`src/rtl/neuron_pkg.sv`:
```
// rtl/neuron_pkg.sv - shared sizing helpers and serializer FSM encoding
package neuron_pkg;

    typedef enum logic {
        IDLE = 1'b0,
        EMIT = 1'b1
    } ser_state_t;

    function automatic int calc_w(input int n_stage);
        return 1 << (n_stage + 1);
    endfunction

    function automatic int calc_cw(input int n_stage);
        return n_stage + 2;
    endfunction

    function automatic int calc_beats(input int n_stage, input int lane_w);
        return calc_w(n_stage) / lane_w;
    endfunction

    function automatic bit is_pow2(input int x);
        return (x > 0) && ((x & (x - 1)) == 0);
    endfunction

    function automatic bit lane_w_ok(input int n_stage, input int lane_w);
        return is_pow2(lane_w) && (lane_w <= calc_w(n_stage));
    endfunction

endpackage

```
`src/rtl/thermometer_lane.sv`:
```
// rtl/thermometer_lane.sv - maps a signed remaining count to a LANE_W-bit thermometer code
module thermometer_lane #(
    parameter int LANE_W = 8,
    parameter int REM_W  = 8
) (
    input  logic [REM_W-1:0]  rem,
    output logic [LANE_W-1:0] therm
);

    // rem is two's complement: negative means this beat lies wholly past the count
    always_comb begin
        therm = '0;
        if (rem[REM_W-1]) begin
            therm = '0;
        end else if (rem >= REM_W'(LANE_W)) begin
            therm = '1;
        end else begin
            for (int b = 0; b < LANE_W; b++) begin
                therm[b] = (rem > REM_W'(b));
            end
        end
    end

endmodule

```
`src/rtl/spike_count_serializer.sv`:
```
// rtl/spike_count_serializer.sv - expands a spike count into a streamed thermometer vector
module spike_count_serializer
    import neuron_pkg::*;
#(
    parameter int N_STAGE = 5,
    parameter int LANE_W  = 8
) (
    input  logic                clk,
    input  logic                rst_n,
    input  logic [N_STAGE+1:0]  cnt_i,
    input  logic                cnt_valid,
    output logic                cnt_ready,
    output logic [LANE_W-1:0]   spk_o,
    output logic                spk_valid,
    input  logic                spk_ready,
    output logic                spk_last,
    output logic                busy
);

    localparam int W       = calc_w(N_STAGE);
    localparam int CW      = calc_cw(N_STAGE);
    localparam int BEATS   = calc_beats(N_STAGE, LANE_W);
    localparam int BEAT_W  = (BEATS > 1) ? $clog2(BEATS) : 1;
    localparam int LANE_SH = $clog2(LANE_W);

    if (!lane_w_ok(N_STAGE, LANE_W)) begin : g_bad_lane_w
        $error("LANE_W must be a power of two no larger than 2**(N_STAGE+1)");
    end

    ser_state_t        state, state_nx;
    logic [CW-1:0]     cnt_q;
    logic [BEAT_W-1:0] beat_q;

    logic              last_hs, advance, accept;
    logic [CW-1:0]     cnt_clamped, next_cnt;
    logic [BEAT_W-1:0] next_beat;
    logic [CW:0]       rem;
    logic [LANE_W-1:0] next_spk;

    assign cnt_clamped = (cnt_i > CW'(W)) ? CW'(W) : cnt_i;
    assign last_hs     = spk_valid && spk_ready && spk_last;
    assign advance     = spk_valid && spk_ready && !spk_last;
    assign cnt_ready   = (state == IDLE) || last_hs;
    assign accept      = cnt_valid && cnt_ready;
    assign busy        = (state != IDLE);

    // The thermometer is computed for the beat that will be presented after this edge
    assign next_cnt  = accept ? cnt_clamped : cnt_q;
    assign next_beat = accept ? '0 : beat_q + BEAT_W'(1);
    assign rem       = {1'b0, next_cnt} - ((CW + 1)'(next_beat) << LANE_SH);

    thermometer_lane #(
        .LANE_W (LANE_W),
        .REM_W  (CW + 1)
    ) u_thermometer_lane (
        .rem   (rem),
        .therm (next_spk)
    );

    always_comb begin
        state_nx = state;
        case (state)
            IDLE:    if (accept) state_nx = EMIT;
            EMIT:    if (last_hs && !accept) state_nx = IDLE;
            default: state_nx = IDLE;
        endcase
    end

    always_ff @(posedge clk or negedge rst_n) begin
        if (!rst_n) begin
            state <= IDLE;
        end else begin
            state <= state_nx;
        end
    end

    always_ff @(posedge clk or negedge rst_n) begin
        if (!rst_n) begin
            cnt_q     <= '0;
            beat_q    <= '0;
            spk_o     <= '0;
            spk_valid <= 1'b0;
            spk_last  <= 1'b0;
        end else if (accept) begin
            cnt_q     <= cnt_clamped;
            beat_q    <= '0;
            spk_o     <= next_spk;
            spk_valid <= 1'b1;
            spk_last  <= (next_beat == BEAT_W'(BEATS - 1));
        end else if (advance) begin
            beat_q    <= next_beat;
            spk_o     <= next_spk;
            spk_last  <= (next_beat == BEAT_W'(BEATS - 1));
        end else if (last_hs) begin
            beat_q    <= '0;
            spk_o     <= '0;
            spk_valid <= 1'b0;
            spk_last  <= 1'b0;
        end
    end

endmodule

```
`config.mk`:
```
export PLATFORM = sky130hd
export DESIGN_NAME = spike_count_serializer
export DESIGN_NICKNAME = d
export VERILOG_FILES = /design/src/rtl/neuron_pkg.sv /design/src/rtl/thermometer_lane.sv /design/src/rtl/spike_count_serializer.sv
export SDC_FILE = /design/constraint.sdc
export NUM_CORES = 1
export LEC_CHECK = 0
export ABC_AREA = 1
export CORE_ASPECT_RATIO = 2
export CORE_MARGIN = 4
export CORE_UTILIZATION = 45
export CTS_CLUSTER_SIZE = 8
export DETAILED_ROUTE_END_ITERATION = 16
export MAX_ROUTING_LAYER = met4
export PLACE_DENSITY_LB_ADDON = 0.1
export RECOVER_POWER = 50
export SLEW_MARGIN = 20
export SYNTH_ARGS = -nofsm -noshare
export SYNTH_HDL_FRONTEND = slang
export SYNTH_SLANG_ARGS = --single-unit
```
`constraint.sdc`:
```
create_clock -name clk -period 2.15 [get_ports clk]
set_input_delay 0.43 -clock clk [delete_from_list [all_inputs] [get_ports clk]]
set_output_delay 0.43 -clock clk [all_outputs]
set_load 0.02 [all_outputs]
```
==> flow_summary.json, run 1 <==
{
  "setup_ws_ns": -0.130,
  "htree_levels": 1,
  "dieArea_sq_um": 3540,
  "leakagePower_nw": 0.918,
  "yosysWarningCount": 0,
  "peakVddDrop_mv": 1.47,
  "crit_chain": "nand3_4 -> a21oi_4 -> buf_6 -> nor2_4 -> ha_4 -> inv_2 -> fa_2 -> xnor2_2 -> buf_4 -> nand3_4 -> inv_1 -> nand3_1 -> nand2_1 -> nand3_2",
  "clockBufferDepth": 2,
  "post-route-util": 0.735,
  "hold_violations": 0,
  "root_buffer": "clkbuf_8",
  "crit_path_end_kind": "flip-flop",
  "design_area_sq_um": 1870,
  "ios": 23,
  "crit_buf_inv": 4,
  "stdcell_count": 230,
  "grt_max_degree": 22,
  "place.gp.congestion": 0.916,
  "yosysTopAreaCell": "dfrtp_1",
  "power_density_nw_per_um2": 1860,
  "synth_ff_type": "dfrtp_1",
  "grt_pass1_vias": 1283,
  "synth_edf_count": 0,
  "avgSynthCellArea_sq_um": 8.16,
  "max_freq_ghz": 0.439,
  "synth.most_common_cell": "nand2_1",
  "violations": "negative setup slack",
  "place_ws_ns": -0.819,
  "nets": 219,
  "initial_utilization": 0.463,
  "row_count": 26,
  "critPathKind": "reg -> reg",
  "cts.sinks": 21,
  "synth-seq-cells": 21,
  "maxCapViolCount": 0,
  "hold_class": "reg -> reg",
  "wire_per_inst_um": 14.1,
  "cts-hold-fix-buffers": 0,
  "synth_commonest_cells": "nand2_1 (40), dfrtp_1 (21), inv_1 (18)",
  "period_needed_ns": 2.28,
  "cp.required_ns": 2.29,
  "finClkSkew_ns": 0.00835,
  "grt_setup_unrepaired": "true",
  "crit_family": "simple AND/OR/NAND/NOR gates",
  "core_area_sq_um": 2540,
  "setup_violations": 8,
  "grt_first_pass_wirelength_mm": 5.42,
  "drt_iter0_markers": 36,
  "cts_buffers": 3,
  "ant_nets": 0,
  "drc": 0,
  "synthCells": 144,
  "diodes": 0,
  "critPathMaxStageDelay_ns": 0.43,
  "worst_slew_pin_slew_ns": 1.13,
  "place_inst": 213,
  "synth.area.top_cells": "dfrtp_1 (45%), nand2_1 (13%), inv_1 (5.8%), nand3_1 (5.1%), nor2_1 (5.1%)",
  "slew_viol_final": 0,
  "antenna_found_initial": 0,
  "max_slew_margin": 0.244,
  "clk_pin_slew_ns": 0.08,
  "synth_cell_types": 23,
  "synth_seq_area_share": 0.447,
  "fp.dieH_um": 80.3,
  "cp.arrival_ns": 2.42,
  "grt-ovfl-total": 0,
  "placed_area_sq_um": 1600,
  "nFillCells": 200,
  "port_buffers": 22,
  "via_per_inst": 5.07,
  "vias": 1167,
  "area_growth_syn_to_layout_pct": 58.8,
  "cts_tree": "done",
  "worstPathMaxFanout": 3,
  "die_width_um": 44.1,
  "syn_area_sq_um": 1170,
  "outcome": "finished with violations",
  "startpoint_type": "flip-flop",
  "synth_top_area_share": 0.447,
  "track_usage": 0.207,
  "async_reset_ff_frac": 1.00,
  "fin_crit_sh": 1.06,
  "drive_above_1_share": 0.401,
  "cp_slowest_cell": "dfrtp_2",
  "drtPass1Iterations": 4,
  "crit_top_cell": "nand3_4",
  "wirelength_mm": 3.24,
  "synth_fp_nets": 160,
  "insertion_delay_ns": 0.26,
  "dp_hpwl_mm": 2.31
}
[cell type report]
| cell class | count | area [sq um] | area share |
|---|---|---|---|
| Clock buffer | 4 | 45.0 | 0.0241 |
| Inverter | 19 | 71.3 | 0.0382 |
| Multi-Input combinational cell | 102 | 716 | 0.384 |
| Sequential cell | 21 | 528 | 0.283 |
| Tap cell | 28 | 35.0 | 0.0188 |
| Timing Repair Buffer | 56 | 470 | 0.252 |
[kinds of logic (layout without fill, tap and decap cells)]
logic type	count (synthesis)	after routing	share of synthesized area
AND/OR/NAND/NOR	80	80	0.316
adder cells (fa/ha/maj)	5	5	0.0596
AO/OA/AOI/OAI	15	15	0.0820
buffers and inverters	21	79	0.0799
flip-flops	21	21	0.447
XOR/XNOR	2	2	0.0149
[routing by layer]
metal	vias up	GRT usage	part of all wire
li1	562	-	-
met1	554	0.219	0.33
met2	41	0.376	0.60
met3	10	0.0202	0.042
met4	0	0.0846	0.025
met5	-	-	0
[worst reg2reg max path: stages (launching register included)]
cell and delay, ns:
dfrtp_2 0.43, nand3_4 0.14, a21oi_4 0.09, buf_6 0.13
nor2_4 0.11, ha_4 0.15, inv_2 0.04, fa_2 0.38
xnor2_2 0.20, buf_4 0.16, nand3_4 0.08, inv_1 0.06
nand3_1 0.06, nand2_1 0.08, nand3_2 0.06
[power breakdown]
group	switching [mW]	internal, mW	total, mW
registers	0.107	0.587	0.694
logic	1.37	1.15	2.52
clock network	0.123	0.132	0.255
[final timing paths]
kind                       startpoint  slack [ns]  cells after the start  endpoint
setup reg to reg             spk_last       -0.13                     14  spk_o[6]
max in group asynchronous       rst_n        0.50                      2  spk_last
hold reg to reg              cnt_q[3]        0.49                      2  cnt_q[3]
min in group asynchronous       rst_n        0.90                      2  spk_o[7]
setup / recovery             spk_last       -0.13                     14  spk_o[6]
hold / removal               cnt_q[3]        0.49                      2  cnt_q[3]
[registers in the layout (all words and copies together) (netlist names)]
name and cells:
beat_q 3, busy 1, cnt_q 7, spk_last 1, spk_o 8, spk_valid 1
[layout by cell type (no fill, tap or decap), drive strengths merged]
master,n
nor2,16
dfrtp,21
dlygate4sd3,1
a21oi,8
nand2,48
ha,4
o21ai,6
xnor2,1
dlygate4sd2,8
fa,1
and2,1
o31ai,1
inv,19
nand3b,1
clkbuf,5
xor2,1
clkdlybuf4s50,12
clkdlybuf4s15,1
nand3,14
buf,33
[through the flow]
| stage | power (mW) | setup TNS (ns) | hold WS, ns |
|---|---|---|---|
| finish | 3.47 | -0.682 | 0.490 |
| global route | 3.74 | -1.50 | 0.513 |
| CTS | 3.07 | -1.05 | 0.500 |
| detailed placement | 2.60 | -6.12 | 0.478 |
| global placement | 2.54 | -5.64 | 0.465 |
| floorplan | 1.94 | -0.702 | 0.134 |
[what timing repair did]
action	4_1_cts	5_1_grt
resized for setup	29	17
setup endpoints to repair	9	8
endpoints found under the hold margin	0	0
pin swaps	18	12
buffers inserted	10	3
(Power assumes the default switching activity.)
==> run 2, diff against run 1 <==
Settings changed: CORE_ASPECT_RATIO 2 to default, CORE_UTILIZATION 45 to 55, DONT_BUFFER_PORTS from default to 1.
==> run 2 against run 1 <==
Clock skew down 0.0011 ns; the run still ends with negative setup slack left; critical endpoint is now spk_o[2]; critical path depth is 1 higher; register-to-register slack worse by 0.02 ns; design area is 16% lower; via count is 10% lower; count of clock-buffer cells in the layout unchanged; sequential share of layout area grew 5.5 points; setup slack got worse by 0.016 ns; die area fell by 17%.
==> flow_summary.json, run 2 (synthesis results as in run 1) <==
{
  "fin_setup_tns_ns": -0.834,
  "htree_levels": 1,
  "grt_max_degree": 22,
  "hold_ws_ns": 0.256,
  "worst_slew_pin_slew_ns": 0.980,
  "dp_hpwl_mm": 1.86,
  "drive_above_1_share": 0.419,
  "root_buffer": "clkbuf_4",
  "vias": 1048,
  "final_common_cell": "nand2_1",
  "cts_tree": "done",
  "startpoint_type": "flip-flop",
  "via_per_inst": 5.40,
  "wirelength_mm": 3.03,
  "maxCapViolCount": 0,
  "nFillCells": 133,
  "setup_ws_ns": -0.147,
  "clk_pin_slew_ns": 0.12,
  "drt_iter0_markers": 33,
  "ios": 23,
  "mostFrequentLayoutCells": "nand2_1 (31), buf_4 (20), dfrtp_1 (18), inv_1 (15), nor2_1 (12)",
  "largest_reg_flops": 8,
  "fp.dieH_um": 54.2,
  "place.gp.congestion": 0.918,
  "max_freq_ghz": 0.435,
  "crit_path_end_kind": "flip-flop",
  "grt_setup_unrepaired": "true",
  "cp_slowest_cell": "dfrtp_2",
  "row_count": 16,
  "cp.arrival_ns": 2.50,
  "reg_top3": "spk_o: 8 flops, cnt_q: 7 flops, beat_q: 3 flops",
  "period_needed_ns": 2.30,
  "crit_family": "simple AND/OR/NAND/NOR gates",
  "antenna_found_initial": 0,
  "crit_chain": "nand3_4 -> nand2_8 -> nand2_8 -> nand2_4 -> nand2_4 -> inv_4 -> ha_4 -> inv_2 -> fa_2 -> xnor2_2 -> inv_2 -> nor2_4 -> nand3_4 -> a21oi_2 -> nand2_1",
  "fin_crit_sh": 1.07,
  "cp.required_ns": 2.35,
  "area_growth_syn_to_layout_pct": 33.2,
  "clockBufferDepth": 2,
  "drtPass1Iterations": 6,
  "hold_class": "in -> reg",
  "initial_utilization": 0.587,
  "cts_buffers": 3,
  "finClkSkew_ns": 0.00730,
  "dieArea_sq_um": 2940,
  "slew_viol_final": 0,
  "ant_nets": 0,
  "nets": 184,
  "crit_buf_inv": 3,
  "violations": "negative setup slack",
  "die_width_um": 54.2,
  "drc": 0,
  "max_flop_register": "spk_o",
  "hold_violations": 0,
  "grt_pass1_vias": 1021,
  "setup_violations": 8,
  "diodes": 0,
  "max_slew_margin": 0.344,
  "cts.sinks": 21,
  "critPathKind": "reg -> reg",
  "grt-ovfl-total": 0,
  "track_usage": 0.211,
  "critPathMaxStageDelay_ns": 0.41,
  "outcome": "finished with violations",
  "grt_first_pass_wirelength_mm": 4.42,
  "core_area_sq_um": 2000,
  "port_buffers": 0,
  "wire_per_inst_um": 15.6,
  "worstPathMaxFanout": 7,
  "insertion_delay_ns": 0.31
}
run 2: path summary, 6_finish.rpt:
kind	startpoint	to	slack, ns	depth (start not counted)
worst min-delay path	cnt_valid	busy	0.26	2
worst min register to register	beat_q[1]	beat_q[1]	0.50	2
worst max-delay path	spk_valid	spk_o[2]	-0.15	15
max in group asynchronous	rst_n	spk_last	0.78	1
min in group asynchronous	rst_n	spk_valid	0.71	1
worst max register to register	spk_valid	spk_o[2]	-0.15	15
run 2: final cells by class:
cell class,count,area (sq um),area share
well taps,27,33.8,0.0216
flip-flops and latches,21,529,0.338
repair buffers,21,160,0.102
inverters,19,73.8,0.0472
clock buffers,4,26.3,0.0168
multi-input cells,102,742,0.474
run 2: routing by layer:
metal | wire length (um) | GRT usage | vias up
li1 | - | - | 497
met1 | 1320 | 0.280 | 509
met2 | 1480 | 0.341 | 34
met3 | 166 | 0.0300 | 8
met4 | 59 | 0.0539 | 0
met5 | 0 | - | -
run 2: stage by stage:
stage	cell area (sq um)	worst slack, ns	util	std cells
after CTS	1490	-0.0752	0.743	191
after detailed placement	1330	-0.203	0.664	183
after global routing	1570	-0.284	0.782	194
final	1570	-0.147	0.782	194
after global placement	1330	-0.159	0.664	183
after floorplan	1210	-0.117	-	144
run 2: what timing repair did:
item,4_1_cts,5_1_grt
buffers inserted,3,3
setup endpoints to repair,8,8
resized for setup,26,14
hold endpoints to repair,21,0
pin swaps,16,19
hold buffers,1,0
Power of run 2 is not shown: default switching activity piles up to over one toggle a cycle in this logic, so the estimate is an artifact.
